--- src/rtl/gpu_pkg.sv ---
// Shared opcode, flag and write-back entry definitions for the GPU ALU write-back slice.
// Entry rd is stored at RD_MAX_W bits so one entry type serves any RADDR_W up to 8.
package gpu_pkg;

   localparam int OPC_W    = 6;
   localparam int RD_MAX_W = 8;

   localparam logic [OPC_W-1:0] OPC_ADD  = 6'd0;
   localparam logic [OPC_W-1:0] OPC_SUB  = 6'd1;
   localparam logic [OPC_W-1:0] OPC_AND  = 6'd2;
   localparam logic [OPC_W-1:0] OPC_OR   = 6'd3;
   localparam logic [OPC_W-1:0] OPC_XOR  = 6'd4;
   localparam logic [OPC_W-1:0] OPC_SHL  = 6'd5;
   localparam logic [OPC_W-1:0] OPC_SHR  = 6'd6;
   localparam logic [OPC_W-1:0] OPC_SRA  = 6'd7;
   localparam logic [OPC_W-1:0] OPC_MUL  = 6'd8;
   localparam logic [OPC_W-1:0] OPC_MULH = 6'd9;
   localparam logic [OPC_W-1:0] OPC_MIN  = 6'd10;
   localparam logic [OPC_W-1:0] OPC_MAX  = 6'd11;
   localparam logic [OPC_W-1:0] OPC_ROL  = 6'd12;
   localparam logic [OPC_W-1:0] OPC_ROR  = 6'd13;

   localparam int FLAG_Z = 3;
   localparam int FLAG_S = 2;
   localparam int FLAG_O = 1;
   localparam int FLAG_C = 0;

   typedef struct packed {
      logic [OPC_W-1:0]    opc;
      logic [RD_MAX_W-1:0] rd;
      logic [31:0]         result;
      logic [3:0]          flags;
   } wb_entry_t;

   // Only arithmetic ops produce meaningful overflow and carry.
   function automatic logic updates_oc(input logic [OPC_W-1:0] opc);
      return (opc == OPC_ADD) || (opc == OPC_SUB);
   endfunction

endpackage

--- src/rtl/gpu_alu_wb_if.sv ---
// ALU-result input handshake and register-file write port of the write-back stage.
interface gpu_alu_wb_if #(parameter int RADDR_W = 5);

   logic               in_valid;
   logic               in_ready;
   logic [5:0]         in_opc;
   logic [RADDR_W-1:0] in_rd;
   logic [31:0]        in_result;
   logic [3:0]         in_flags;
   logic               rf_we;
   logic               rf_ready;
   logic [RADDR_W-1:0] rf_waddr;
   logic [31:0]        rf_wdata;

   modport master (
      output in_valid, in_opc, in_rd, in_result, in_flags, rf_ready,
      input  in_ready, rf_we, rf_waddr, rf_wdata
   );

   modport slave (
      input  in_valid, in_opc, in_rd, in_result, in_flags, rf_ready,
      output in_ready, rf_we, rf_waddr, rf_wdata
   );

endinterface

--- src/rtl/gpu_wb_fifo.sv ---
// Result queue for the write-back stage: DEPTH entries of a generic entry type, FIFO order.
module gpu_wb_fifo
   import gpu_pkg::*;
#(
   parameter int  DEPTH   = 4,
   parameter type entry_t = wb_entry_t,
   localparam int PTR_W   = $clog2(DEPTH),
   localparam int CNT_W   = $clog2(DEPTH + 1)
) (
   input  logic             clk,
   input  logic             rst_n,
   input  logic             clr,
   input  logic             push,
   input  logic             pop,
   input  entry_t           wr_entry,
   output entry_t           head,
   output logic             full,
   output logic             empty,
   output logic [CNT_W-1:0] count
);

   entry_t           mem [DEPTH];
   logic [PTR_W-1:0] wr_ptr;
   logic [PTR_W-1:0] rd_ptr;

   // DEPTH is a power of two, so the pointers wrap by natural overflow.
   always_ff @(posedge clk or negedge rst_n) begin
      if (!rst_n) begin
         wr_ptr <= '0;
         rd_ptr <= '0;
         count  <= '0;
      end else if (clr) begin
         wr_ptr <= '0;
         rd_ptr <= '0;
         count  <= '0;
      end else begin
         if (push) wr_ptr <= wr_ptr + 1'b1;
         if (pop)  rd_ptr <= rd_ptr + 1'b1;
         case ({push, pop})
            2'b10:   count <= count + 1'b1;
            2'b01:   count <= count - 1'b1;
            default: count <= count;
         endcase
      end
   end

   always_ff @(posedge clk) begin
      if (push) mem[wr_ptr] <= wr_entry;
   end

   assign head  = mem[rd_ptr];
   assign full  = (count == CNT_W'(DEPTH));
   assign empty = (count == '0);

endmodule

--- src/rtl/gpu_alu_wb.sv ---
// ALU write-back stage: queues results, writes them to the register file in order, pulses
// scoreboard clears and tracks architectural flags (flag storage only with GPU_WB_FLAGS_EN).
module gpu_alu_wb
   import gpu_pkg::*;
#(
   parameter int  DEPTH   = 4,
   parameter int  RADDR_W = 5,
   localparam int CNT_W   = $clog2(DEPTH + 1)
) (
   input  logic               clk,
   input  logic               rst_n,
   gpu_alu_wb_if.slave        bus,
   input  logic               flush,
   output logic               sb_clr,
   output logic [RADDR_W-1:0] sb_idx,
   output logic [3:0]         flags_q,
   output logic [CNT_W-1:0]   count
);

   wb_entry_t wr_entry;
   wb_entry_t head;
   logic      full;
   logic      empty;
   logic      push;
   logic      pop;
   logic      head_r0;
   logic      unused_head_bits;

   always_comb begin
      wr_entry        = '0;
      wr_entry.opc    = bus.in_opc;
      wr_entry.rd     = RD_MAX_W'(bus.in_rd);
      wr_entry.result = bus.in_result;
`ifdef GPU_WB_FLAGS_EN
      wr_entry.flags  = bus.in_flags;
`endif
   end

   gpu_wb_fifo #(
      .DEPTH   (DEPTH),
      .entry_t (wb_entry_t)
   ) u_fifo (
      .clk      (clk),
      .rst_n    (rst_n),
      .clr      (flush),
      .push     (push),
      .pop      (pop),
      .wr_entry (wr_entry),
      .head     (head),
      .full     (full),
      .empty    (empty),
      .count    (count)
   );

   // r0 results retire without touching the register file; flush blocks any retirement.
   assign head_r0      = (head.rd == '0);
   assign bus.in_ready = !full && !flush;
   assign push         = bus.in_valid && bus.in_ready;
   assign bus.rf_we    = !empty && !head_r0 && !flush;
   assign pop          = !flush && !empty && (head_r0 || bus.rf_ready);
   assign bus.rf_waddr = head.rd[RADDR_W-1:0];
   assign bus.rf_wdata = head.result;

   assign unused_head_bits = ^{head.opc, head.flags, head.rd};

   always_ff @(posedge clk or negedge rst_n) begin
      if (!rst_n) begin
         sb_clr <= 1'b0;
         sb_idx <= '0;
      end else begin
         sb_clr <= pop;
         if (pop) sb_idx <= head.rd[RADDR_W-1:0];
      end
   end

`ifdef GPU_WB_FLAGS_EN
   logic [3:0] flags_r;

   always_ff @(posedge clk or negedge rst_n) begin
      if (!rst_n) begin
         flags_r <= '0;
      end else if (pop) begin
         flags_r[FLAG_Z] <= head.flags[FLAG_Z];
         flags_r[FLAG_S] <= head.flags[FLAG_S];
         if (updates_oc(head.opc)) begin
            flags_r[FLAG_O] <= head.flags[FLAG_O];
            flags_r[FLAG_C] <= head.flags[FLAG_C];
         end
      end
   end

   assign flags_q = flags_r;
`else
   assign flags_q = '0;
`endif

endmodule

--- src/flat_wrapper.sv ---
// flat-port wrapper written by rule: the top's interface ports become plain ports
module gpu_alu_wb_flat import gpu_pkg::*;
#(
   parameter int  DEPTH   = 4,
   parameter int  RADDR_W = 5,
   localparam int CNT_W   = $clog2(DEPTH + 1)
)
  (clk, rst_n, flush, sb_clr, sb_idx, flags_q, count, bus_in_valid, bus_in_opc, bus_in_rd, bus_in_result, bus_in_flags, bus_rf_ready, bus_in_ready, bus_rf_we, bus_rf_waddr, bus_rf_wdata);
  gpu_alu_wb_if #(.RADDR_W(RADDR_W)) bus_i ();
  input  logic clk;
  input  logic rst_n;
  input  logic flush;
  output logic sb_clr;
  output logic [RADDR_W-1:0] sb_idx;
  output logic [3:0] flags_q;
  output logic [CNT_W-1:0] count;
  input wire logic [$bits(bus_i.in_valid)-1:0] bus_in_valid;
  input wire logic [$bits(bus_i.in_opc)-1:0] bus_in_opc;
  input wire logic [$bits(bus_i.in_rd)-1:0] bus_in_rd;
  input wire logic [$bits(bus_i.in_result)-1:0] bus_in_result;
  input wire logic [$bits(bus_i.in_flags)-1:0] bus_in_flags;
  input wire logic [$bits(bus_i.rf_ready)-1:0] bus_rf_ready;
  output wire logic [$bits(bus_i.in_ready)-1:0] bus_in_ready;
  output wire logic [$bits(bus_i.rf_we)-1:0] bus_rf_we;
  output wire logic [$bits(bus_i.rf_waddr)-1:0] bus_rf_waddr;
  output wire logic [$bits(bus_i.rf_wdata)-1:0] bus_rf_wdata;
  assign bus_i.in_valid = bus_in_valid;
  assign bus_i.in_opc = bus_in_opc;
  assign bus_i.in_rd = bus_in_rd;
  assign bus_i.in_result = bus_in_result;
  assign bus_i.in_flags = bus_in_flags;
  assign bus_i.rf_ready = bus_rf_ready;
  assign bus_in_ready = bus_i.in_ready;
  assign bus_rf_we = bus_i.rf_we;
  assign bus_rf_waddr = bus_i.rf_waddr;
  assign bus_rf_wdata = bus_i.rf_wdata;
  gpu_alu_wb #(.DEPTH(DEPTH), .RADDR_W(RADDR_W)) u_core (.clk(clk), .rst_n(rst_n), .bus(bus_i), .flush(flush), .sb_clr(sb_clr), .sb_idx(sb_idx), .flags_q(flags_q), .count(count));
endmodule
--- config.mk ---
export PLATFORM = sky130hd
export DESIGN_NAME = gpu_alu_wb_flat
export DESIGN_NICKNAME = d
export VERILOG_FILES = /design/src/rtl/gpu_pkg.sv /design/src/rtl/gpu_alu_wb_if.sv /design/src/rtl/gpu_wb_fifo.sv /design/src/rtl/gpu_alu_wb.sv /design/src/flat_wrapper.sv
export SDC_FILE = /design/constraint.sdc
export NUM_CORES = 1
export LEC_CHECK = 0
export ABC_AREA = 1
export CORE_MARGIN = 2
export CORE_UTILIZATION = 37
export CTS_BUF_LIST = sky130_fd_sc_hd__clkbuf_4
export CTS_CLUSTER_SIZE = 28
export DETAILED_ROUTE_END_ITERATION = 10
export GPL_ROUTABILITY_DRIVEN = 0
export HOLD_SLACK_MARGIN = 0.03
export PLACE_DENSITY_LB_ADDON = 0.1
export RECOVER_POWER = 25
export SYNTH_ARGS = -nofsm -noshare
export SYNTH_HDL_FRONTEND = slang
export SYNTH_SLANG_ARGS = --single-unit
--- constraint.sdc ---
create_clock -name clk -period 3.85 [get_ports clk]
set_clock_uncertainty 0.1 [all_clocks]
set_input_delay 0.9625 -clock clk [delete_from_list [all_inputs] [get_ports clk]]
set_output_delay 0.9625 -clock clk [all_outputs]
set_load 0.03 [all_outputs]
# Yosys cells after proc, flatten, opt, wreduce, memory -nomap -nowiden
# Memory sizes are Yosys's and may differ from the RTL's.
# Cells that the tools add are included.
[word_totals] regBits=13 mem_bits_rw=172 inputBits=52 out_inout_bits=52 elab_cells=37 n_memories=1
[op_classes] addsub=4 eq_ne=3 n_mux=8 reduce_logical=16
[memory_table] name="u_core.u_fifo.mem" depth=4 word_bits=43 rd=1 rd_clocked_by_memory_dff=0 write_ports=1 line_no="gpu_wb_fifo.sv:22" rtl="entry_t mem [DEPTH];"
[op_table] op="$logic_not A8 Y1" n=1
[op_table] op="$mux W2" n=4
[op_table] op="$logic_and A1 B1 Y1" n=6
[op_table] op="$pmux W3 S2" n=1
[op_table] op="$add A2 B1 Y2 const B" n=2
[op_table] op="$logic_not A1 Y1" n=4
[op_table] op="$reduce_bool A2 Y1" n=2
[op_table] op="$add A3 B1 Y3 const B" n=1
[op_table] op="$eq A3 B3 Y1 const B" n=1
[op_table] op="$logic_not A3 Y1" n=1
[op_table] op="$mux W3" n=1
[op_table] op="$reduce_bool A3 Y1" n=1
[op_table] op="$sub A3 B1 Y3 const B" n=1
[op_table] op="$eq A2 B1 Y1 const B" n=1
[op_table] op="$eq A2 B2 Y1 const B" n=1
[op_table] op="$mux W1" n=2
[op_table] op="$logic_or A1 B1 Y1" n=1

# Depth between registers and ports, before layout
# Gate-level depths: netlist of the first run.
[depth] ltp_word=7 ltp_mapped=16 depth_no_buf=15

# Hierarchy
# From an unflattened synthesis of the first run, not the netlist that was laid out.
[hier_totals] cells_unflattened=587 hier_area_um2=8235.4
[by_module_without_submodules] mod="gpu_wb_fifo" instances=1 cells_each=545 area_per_inst_um2=7902.6 seq_area_each_um2=6180.9
[by_module_without_submodules] mod="gpu_alu_wb" instances=1 cells_each=42 area_per_inst_um2=332.8 seq_area_each_um2=150.1

# Worst setup path before layout of the first run
# No wires, ideal clock.
[synth_path] path_kind="in2reg" start="input port flush" end="memory u_core.u_fifo.mem[0][0] in the netlist's numbering, enable pin" setup_time_ps=431 arrival_time_ps=3556 required_time_ps=3319 slack_ps=-238 stages=3 path_buffers=0 path_cell_list="a31oi_1 -> nand2_1 -> nor2_1"
[synth_between] elab_chain_len=5
[synth_rtl] element="from (decl)" line_no="flat_wrapper.sv:12" rtl="input logic flush;"
[synth_rtl] element="$logic_not A1 Y1" line_no="gpu_alu_wb.sv:57" rtl="assign bus.in_ready = !full && !flush;"
[synth_rtl] element="$logic_and A1 B1 Y1" line_no="gpu_alu_wb.sv:57"
[synth_rtl] element="$logic_and A1 B1 Y1" line_no="gpu_alu_wb.sv:58" rtl="assign push = bus.in_valid && bus.in_ready;"
[synth_rtl] element="$mux W1" line_no="gpu_wb_fifo.sv:48" rtl="if (push) mem[wr_ptr] <= wr_entry;"
[synth_rtl] element="$mux W1 (implied by the code)" line_no="gpu_wb_fifo.sv:48"
[synth_rtl] element="to (decl)" line_no="gpu_wb_fifo.sv:22"
# Every way passes these cells.

# Worst setup path in the final report of the first run
[layout_path] start="register u_core.u_fifo.rd_ptr[0]" end="output port bus_rf_wdata[17]"
[layout_between] elab_chain_len=1
[layout_rtl] element="from (decl)" line_no="gpu_wb_fifo.sv:24" rtl="logic [PTR_W-1:0] rd_ptr;"
[layout_rtl] element="from (signal assigned)" line_no="gpu_wb_fifo.sv:38" rtl="if (pop) rd_ptr <= rd_ptr + 1'b1;"
[layout_rtl] element="$mem_v2 Z4 W43"
[layout_rtl] element="to (decl)" line_no="flat_wrapper.sv:26" rtl="output wire logic [$bits(bus_i.rf_wdata)-1:0] bus_rf_wdata;"
# Every way passes these cells.

==> results of run 1 <==
-- metal layers --
layer	part of all wire	up-vias
li1	-	1868
met1	0.46	1870
met2	0.48	96
met3	0.048	11
met4	0.011	0
met5	0	-
-- power by group --
group | leakage (uW) | switching, uW | internal, uW
registers | 0.00151 | 59.9 | 2050
clock network | 0.000118 | 536 | 267
logic | 0.00104 | 1350 | 743
-- critical path, cell delays in order, from the launching register on --
cell	delay (ns)
dfrtp_2	0.45
clkinv_2	0.28
buf_4	0.24
o21ai_0	0.09
o22ai_1	0.18
clkdlybuf4s50_1	0.71
-- sequential cells by signal, indices dropped and copies added, names as in the netlist --
name,count
u_core.u_fifo.mem,148
u_core.sb_idx,5
u_core.u_fifo.wr_ptr,2
u_core.sb_clr,1
u_core.u_fifo.count,3
u_core.u_fifo.rd_ptr,2
-- worst paths after layout --
path,from,end,slack (ns),cells past startpoint
setup / recovery,u_core.u_fifo.rd_ptr[0],bus_rf_wdata[17],0.28,5
hold / removal,u_core.sb_idx[0],u_core.sb_idx[0],0.41,2
setup reg to reg,u_core.u_fifo.rd_ptr[0],u_core.u_fifo.count[2],1.07,16
hold reg to reg,u_core.sb_idx[0],u_core.sb_idx[0],0.41,2
max in group asynchronous,rst_n,u_core.u_fifo.rd_ptr[0],2.50,1
min in group asynchronous,rst_n,u_core.u_fifo.count[0],0.70,1
-- logic make-up after synthesis --
kind of cell               count (synthesis)
and+or+nand+nor                          134
buffers and inverters                     49
DFF                                      161
other                                      1
AOI/OAI and AO/OA                        109
xor gates and xnor gates                   1
adders and majority gates                  5
-- cell usage in the layout (no fill, tap or decap), types with 21 or more instances in the layout --
cell	count
edfxtp_1	148
o21ai_0	67
nor2_1	66
clkdlybuf4s50_1	56
nand2_1	42
o22ai_1	32
dlygate4sd3_1	26
buf_4	22
clkbuf_4	21
-- final cells by class --
cell class | instances | area [um2]
repair buffers | 106 | 1030
clock inverters | 11 | 52.6
multi-input cells | 253 | 1260
inverters | 20 | 76.3
flip-flops and latches | 161 | 4770
clock buffers | 21 | 158
fillers | 1522 | 8850
well taps | 220 | 275
diodes | 1 | 2.50
-- metrics by stage --
stage	setup TNS [ns]	worst slack [ns]	hold slack [ns]	total power (uW)
after detailed placement	0	0.428	0.382	4280
after global placement	0	0.453	0.376	4260
final	0	0.284	0.405	5010
after floorplan	-35.16	-0.238	0.416	3400
after CTS	0	0.112	0.413	5080
after global routing	0	0.0664	0.449	5320
==> run_results.csv, run 1 <==
group,metric,value,unit
logic_synthesis,synthDistinctLibCells,26,
floorplan,core,16500,um2
global_routing,met1_usage,0.208,
placed_design,io_buffers,89,
global_routing,met2_usage,0.251,
floorplan,ios,104,
timing,min_period,3.57,ns
floorplan,rows,47,
placed_design,place_area,7410,um2
worst_setup_path,path_max_fanout,23,
timing,tightest_slew,0.636,ns
global_routing,use_met3,0.0445,
logic_synthesis,synth_enable_flop_cells,148,
floorplan,die_y,133,um
placed_design,dpl.cell_count,760,
detailed_routing,drt-vias-per-instance,4.85,
placed_design,place_hpwl,7830,um
detailed_routing,drt_drc_violations_left,0,
logic_synthesis,syn_inst,460,
cts,cts_made_buffers,17,
cts,root_buffer,"clkbuf_4",
cts,cts_hold_repair.buffers,0,
logic_synthesis,synth_common_cells,"edfxtp_1, nor2_1, o21ai_0",
logic_synthesis,yosys.area.top_type,"edfxtp_1",
logic_synthesis,synth-adder-area-share,0.0113,
floorplan,dieArea,17800,um2
worst_setup_path,worst-endpoint-arrival,2.50,ns
global_routing,grt_pass1_vias,3753,
logic_synthesis,synth_ff_type,"edfxtp_1",
cts,cts.path.max_buffers,2,
power,power.leakage,0.00267,uW
cells_and_area,stdcell_area,7620,um2
timing,fin_crit_sh,0.926,
cells_and_area,area_growth,22.9,%
cts,htree_levels,4,
logic_synthesis,synth-compound-area-share,0.0961,
logic_synthesis,yosysMostFrequentCell,"edfxtp_1",
worst_setup_path,critPathKind,"register to primary output",
global_routing,grt_usage,0.158,
timing,finalHoldViolCount,0,
cts,postCtsResizedCells,0,
global_routing,top_usage_layer,"met2",
logic_synthesis,synth_xor_area_frac,0.00141,
power,powerDensity,657,nW/um2
logic_synthesis,synth_mux_area_frac,0,
floorplan,initial_utilization,0.376,
timing,slew_viol_final,0,
detailed_routing,dr.pass1.iters,5,
global_routing,grt_overflow,0,
logic_synthesis,seq_area_frac_synth,0.769,
worst_setup_path,crit_path_end_kind,"primary output",
power,ir_worst_vdd,0.000344,V
logic_synthesis,syn-mean-instance-area,13.5,um2
status,outcome,"finished clean",
cells_and_area,final_util,0.463,
job,maxCapViolCount,0,
floorplan,die_x,133,um
logic_synthesis,synth_top_family_by_area,"compound AO/OA/AOI/OAI gates",
logic_synthesis,ys_seq_elements,161,
worst_setup_path,worst_ep_required_time,2.79,ns
cts,cts_tree,"built",
global_routing,antenna_found_initial,1,
logic_synthesis,syn_area,6200,um2
cts,clock_sinks,161,
timing,timing.slew.headroom,0.575,
cells_and_area,drive_gt1_frac,0.105,
cts,clk_pin_slew,0.12,ns
logic_synthesis,synth_top_cells_by_area,"edfxtp_1, o21ai_0, dfrtp_1",
detailed_routing,drtAntennaViolNets,0,
detailed_routing,route.detailed.wl_per_inst,16.7,um
logic_synthesis,ys_warn_count,0,
cts,clock_latency,0.54,ns
logic_synthesis,synthSimpleGateAreaFrac,0.0870,
cells_and_area,num-nets-final,616,
logic_synthesis,yosysTopAreaCellShare,0.717,
cells_and_area,stdcell_count,793,
worst_setup_path,worstSetupStartpointType,"register",
min_path,hold_path.class,"register to register",
logic_synthesis,async_reset_ff_frac,0.0807,
detailed_routing,dr.first_iter.drc_count,288,
timing,rsz0062_at_grt,"false",
global_routing,grt_pass1_wl,21000,um
global_routing,grt_max_degree,76,
cts,post-cts-setup-buffers,0,
detailed_routing,routed_wl,13300,um
timing,setup_viol,0,
detailed_routing,vias,3845,
timing,clock.fmax,0.280,GHz
(Power assumes the default switching activity.)
==> run 2, diff against run 1 <==
Settings changed: CELL_PAD_IN_SITES_DETAIL_PLACEMENT set to 1, CELL_PAD_IN_SITES_GLOBAL_PLACEMENT set to 1.
==> run_results.csv, run 2 (same netlist as run 1, synthesis figures left out) <==
group,metric,value,unit
detailed_routing,drt-vias-per-instance,4.90,
floorplan,core,16500,um2
floorplan,die_x,133,um
worst_setup_path,worst-endpoint-arrival,2.55,ns
job,maxCapViolCount,0,
floorplan,die_y,133,um
floorplan,ios,104,
placed_design,io_buffers,89,
timing,tns,0,ns
cells_and_area,area_growth,23.2,%
global_routing,grt_pass1_vias,4242,
power,seq_power_share,0.418,
cells_and_area,top_regs,"u_core.u_fifo.mem: 148 flops, u_core.sb_idx: 5 flops, u_core.u_fifo.count: 3 flops",
cells_and_area,multi_input_area,1260,um2
cells_and_area,fill_cells,1703,
worst_setup_path,worst_ep_required_time,2.79,ns
cells_and_area,largest_reg_flops,148,
global_routing,grt_usage,0.172,
global_routing,grt_max_degree,55,
detailed_routing,drtAntennaViolNets,0,
cts,cts_tree,"built",
status,outcome,"finished clean",
worst_setup_path,r2r_end,"u_core.u_fifo.count[2]",
timing,timing.slew.headroom,0.600,
floorplan,dieArea,17800,um2
global_routing,grt_pass1_wl,23000,um
global_routing,antenna_found_initial,3,
worst_setup_path,crit_chain,"buf_4 -> inv_1 -> buf_4 -> o21ai_0 -> o22ai_1 -> clkdlybuf4s50_1",
worst_setup_path,worstRegToRegCells,16,
power,ir_worst_vdd,0.000294,V
placed_design,place_hpwl,8660,um
cells_and_area,seqCellArea,4770,um2
timing,min_period,3.62,ns
cts,root_buffer,"clkbuf_4",
global_routing,grt_overflow,0,
cells_and_area,final_util,0.464,
timing,fin_crit_sh,0.939,
placed_design,dpl.cell_count,761,
timing,tightest_slew,0.598,ns
global_routing,met1_usage,0.220,
cts,clk_pin_slew,0.12,ns
cells_and_area,stdcell_area,7630,um2
power,combPwrFrac,0.409,
cells_and_area,layout_common_cells,"edfxtp_1, o21ai_0, nor2_1",
min_path,hold_path.class,"register to register",
detailed_routing,dr.first_iter.drc_count,197,
cells_and_area,drive_gt1_frac,0.115,
detailed_routing,routed_wl,14100,um
cts,cts_made_buffers,17,
power,power.share.clock,0.174,
worst_setup_path,critPathKind,"register to primary output",
timing,slew_viol_final,0,
detailed_routing,vias,3892,
worst_setup_path,path_max_fanout,17,
worst_setup_path,slowest_stage,"clkdlybuf4s50_1",
cells_and_area,regMostFlops,"u_core.u_fifo.mem",
worst_setup_path,crit_top_cell,"buf_4",
cells_and_area,num-nets-final,617,
detailed_routing,dr.pass1.iters,4,
power,switching_share,0.388,
cts,cts.path.max_buffers,2,
detailed_routing,drt_drc_violations_left,0,
power,powerDensity,663,nW/um2
detailed_routing,route.detailed.wl_per_inst,17.7,um
timing,clock.fmax,0.277,GHz
cts,clock_latency,0.56,ns
global_routing,met2_usage,0.281,
placed_design,place_area,7380,um2
power,p_sw,1970,uW
worst_setup_path,rrSetupSlack,1.12,ns
min_path,hold_path_end,"u_core.sb_idx[2]",
timing,finalHoldViolCount,0,
cts,clock_sinks,161,
cts,htree_levels,4,
global_routing,use_met3,0.0491,
cells_and_area,final_common_cell,"edfxtp_1",
worst_setup_path,cp.buffers_inverters,4,
worst_setup_path,path_delay_family,"buffers and inverters",
cells_and_area,stdcell_count,795,
floorplan,rows,47,
timing,setup_viol,0,
floorplan,initial_utilization,0.376,
worst_setup_path,critPathMaxStageDelay,0.72,ns
timing,hold_ws,0.402,ns
global_routing,top_usage_layer,"met2",
worst_setup_path,crit_path_end_kind,"primary output",
worst_setup_path,reg2reg_from,"u_core.u_fifo.rd_ptr[0]",
worst_setup_path,worstSetupStartpointType,"register",
min_path,min_path_cells,2,
power,internal-power,3090,uW
min_path,min_from,"u_core.sb_idx[2]",
timing,rsz0062_at_grt,"false",
power,power.leakage,0.00269,uW
## run 2: power groups by stage
stage	Sequential, uW	Combinational, uW	Clock [uW]
after floorplan	2220	1170	0
after global placement	2150	2070	0
after detailed placement	2150	2110	0
after CTS	2120	2120	916
after global routing	2130	2260	997
final	2110	2070	879
## run 2: layer usage
metal	up-vias	wire, um
met2	76	7020
met1	1940	6290
met5	-	0
met3	14	600
li1	1862	-
met4	0	179
## run 2: stage by stage
stage	setup slack (ns)	power, uW
2_1_floorplan	-0.238	3400
3_5_place_dp	0.406	4270
5_1_grt	0.0358	5380
6_report	0.235	5060
4_1_cts	0.0794	5160
3_3_place_gp	0.423	4220
## run 2: area by class of cell
| cell class | instances | share of cell area |
|---|---|---|
| Antenna cell | 3 | 0.000983 |
| Multi-Input combinational cell | 253 | 0.165 |
| Timing Repair Buffer | 107 | 0.132 |
| Clock buffer | 19 | 0.0187 |
| Tap cell | 220 | 0.0361 |
| Sequential cell | 161 | 0.625 |
| Inverter | 20 | 0.00983 |
| Clock inverter | 12 | 0.0125 |
## run 2: worst register-to-register path, stage by stage (launching register included)
cell,delay (ns)
dfrtp_2,0.44
inv_2,0.06
buf_4,0.37
nand2_1,0.13
nand3_1,0.09
nand2_1,0.10
nand3_1,0.16
o21bai_2,0.11
nand3_2,0.11
inv_1,0.06
fa_1,0.37
xor2_1,0.21
inv_1,0.07
nand4_1,0.09
nand2_1,0.06
nand3_1,0.06
nand2_1,0.06
## run 2: how the worst max path moves through the flow
stage / depth (start not counted) / start / end / slack (ns)
2_1_floorplan: 3 / flush / u_core.u_fifo.mem[0][0] / -0.24
3_3_place_gp: 3 / flush / bus_in_ready / 0.42
3_5_place_dp: 3 / flush / bus_in_ready / 0.41
4_1_cts: 4 / u_core.u_fifo.rd_ptr[0] / bus_rf_wdata[14] / 0.08
5_1_grt: 6 / u_core.u_fifo.rd_ptr[1] / bus_rf_wdata[14] / 0.04
6_report: 6 / u_core.u_fifo.rd_ptr[1] / bus_rf_wdata[14] / 0.23
## run 2: what timing repair did
action / CTS / global route
gates resized for setup: 0 / 2
hold buffers: 0 / 0
setup buffers: 0 / 0
setup endpoints to repair: 0 / 4
==> RTL edit, RTL diff (settings of run 1) <==
`RADDR_W` is set to 5 in 3 places; all go to 6.
--- a/src/rtl/gpu_alu_wb_if.sv
+++ b/src/rtl/gpu_alu_wb_if.sv
@@ -1,5 +1,5 @@
 // ALU-result input handshake and register-file write port of the write-back stage.
-interface gpu_alu_wb_if #(parameter int RADDR_W = 5);
+interface gpu_alu_wb_if #(parameter int RADDR_W = 6);
 
    logic               in_valid;
    logic               in_ready;
--- a/src/rtl/gpu_alu_wb.sv
+++ b/src/rtl/gpu_alu_wb.sv
@@ -4,7 +4,7 @@
    import gpu_pkg::*;
 #(
    parameter int  DEPTH   = 4,
-   parameter int  RADDR_W = 5,
+   parameter int  RADDR_W = 6,
    localparam int CNT_W   = $clog2(DEPTH + 1)
 ) (
    input  logic               clk,
--- a/src/flat_wrapper.sv
+++ b/src/flat_wrapper.sv
@@ -2,7 +2,7 @@
 module gpu_alu_wb_flat import gpu_pkg::*;
 #(
    parameter int  DEPTH   = 4,
-   parameter int  RADDR_W = 5,
+   parameter int  RADDR_W = 6,
    localparam int CNT_W   = $clog2(DEPTH + 1)
 )
   (clk, rst_n, flush, sb_clr, sb_idx, flags_q, count, bus_in_valid, bus_in_opc, bus_in_rd, bus_in_result, bus_in_flags, bus_rf_ready, bus_in_ready, bus_rf_we, bus_rf_waddr, bus_rf_wdata);
Interface: changed (resized bus_in_rd, bus_rf_waddr and sb_idx); port bits go from 104 to 107. No check against the original RTL was run, so the function may have changed too.
==> RTL edit against run 1 <==
Area after synthesis rose by 3.4%; largest cell class unchanged; power grew 5.5%; maximum frequency fell by 2.9%; cell area rose by 3.7%; highest routed layer unchanged; routed wire length rose by 3.7%; worst setup slack worse by 0.11 ns; non-clock buffer count is 1 lower; sequential cell count grew 5.
==> RTL edit: results (changes against run 1) <==
[status]
status = finished clean

[drt]
avgViaCountPerCell = 4.950  ; +2.1%
drtIter0Drc = 247  ; -14%
drt_first_pass_iters = 4  ; -1
drt_wl_total_um = 13770  ; +3.7%
wl_met1_um = 6225  ; +2.4%

[synth]
synthAdderAreaFrac_pct = 1.093  ; -0.037 points
synth_seq_area_share_pct = 76.69  ; -0.26 points
synth_edf_count = 152  ; +2.7%
synth_compound_area_share_pct = 9.196  ; -0.41 points
synth_common_cells = edfxtp_1 (152), nor2_1 (70), o21ai_0 (67)
synthTopCellsByArea = edfxtp_1 (71%), dfrtp_1 (5.5%), o21ai_0 (5.2%)
synthXorXnorAreaFrac_pct = 0.1367  ; -0.0046 points
syn_inst = 479  ; +4.1%
async_reset_ff_share_pct = 8.434  ; +0.36 points

[power]
irDropWorstVdd_v = 0.0003262  ; -5.2%
p_leak_nw = 2.777  ; +4.0%
power.internal_mw = 3.257  ; +6.3%
switching_share_pct = 38.31  ; -0.49 points

[placed_design]
place_inst = 783  ; +3.0%
port-buffer-count = 92  ; +3.4%
place_area_um2 = 7626  ; +3.0%
dp_slack_ns = 0.4120  ; -0.01613 ns

[global_route]
grt_max_degree = 52  ; -32%
grtUsageTotal_pct = 15.61  ; -0.17 points

[setup_path]
rr_worst_depth = 17  ; +1
arrival_ns = 2.61  ; +0.11 ns
critPathCapture = bus_rf_wdata[9]
cp_max_fo = 51  ; +120%

[timing]
finalCritPeriodShare_pct = 95.36  ; +2.7 points
whs_ns = 0.4056  ; +0.0003540 ns
slew_headroom_pct = 53.91  ; -3.6 points

[layout]
num-fill-cells = 1571  ; +3.2%
drive_gt1_share_pct = 10.53  ; +0.037 points

-- RTL edit: logic make-up (layout without fill, tap and decap cells) --
family                     after synthesis  count (layout)
AOI/OAI and AO/OA                      109             109
DFF                                    166             166
xor gates and xnor gates                 1               1
buffers and inverters                   51             158
adders and majority gates                5               5
and+or+nand+nor                        146             146
other                                    1               5
-- RTL edit: area by class of cell --
cell class                      instances  area [um2]  share of cell area [%]
Tap cell                              225       281.5                   3.564
Antenna cell                            1       2.502                 0.03168
Clock buffer                           18       135.1                   1.711
Timing Repair Buffer                  105        1036                   13.12
Sequential cell                       166        4916                   62.24
Multi-Input combinational cell        265        1310                   16.58
Clock inverter                         13       135.1                   1.711
Inverter                               22       82.58                   1.045
-- RTL edit: worst max-delay path, stage by stage (launching register included) --
cell,delay (ns)
dfrtp_2,0.41
buf_4,0.47
o21ai_0,0.19
o22ai_1,0.27
clkdlybuf4s50_1,0.73
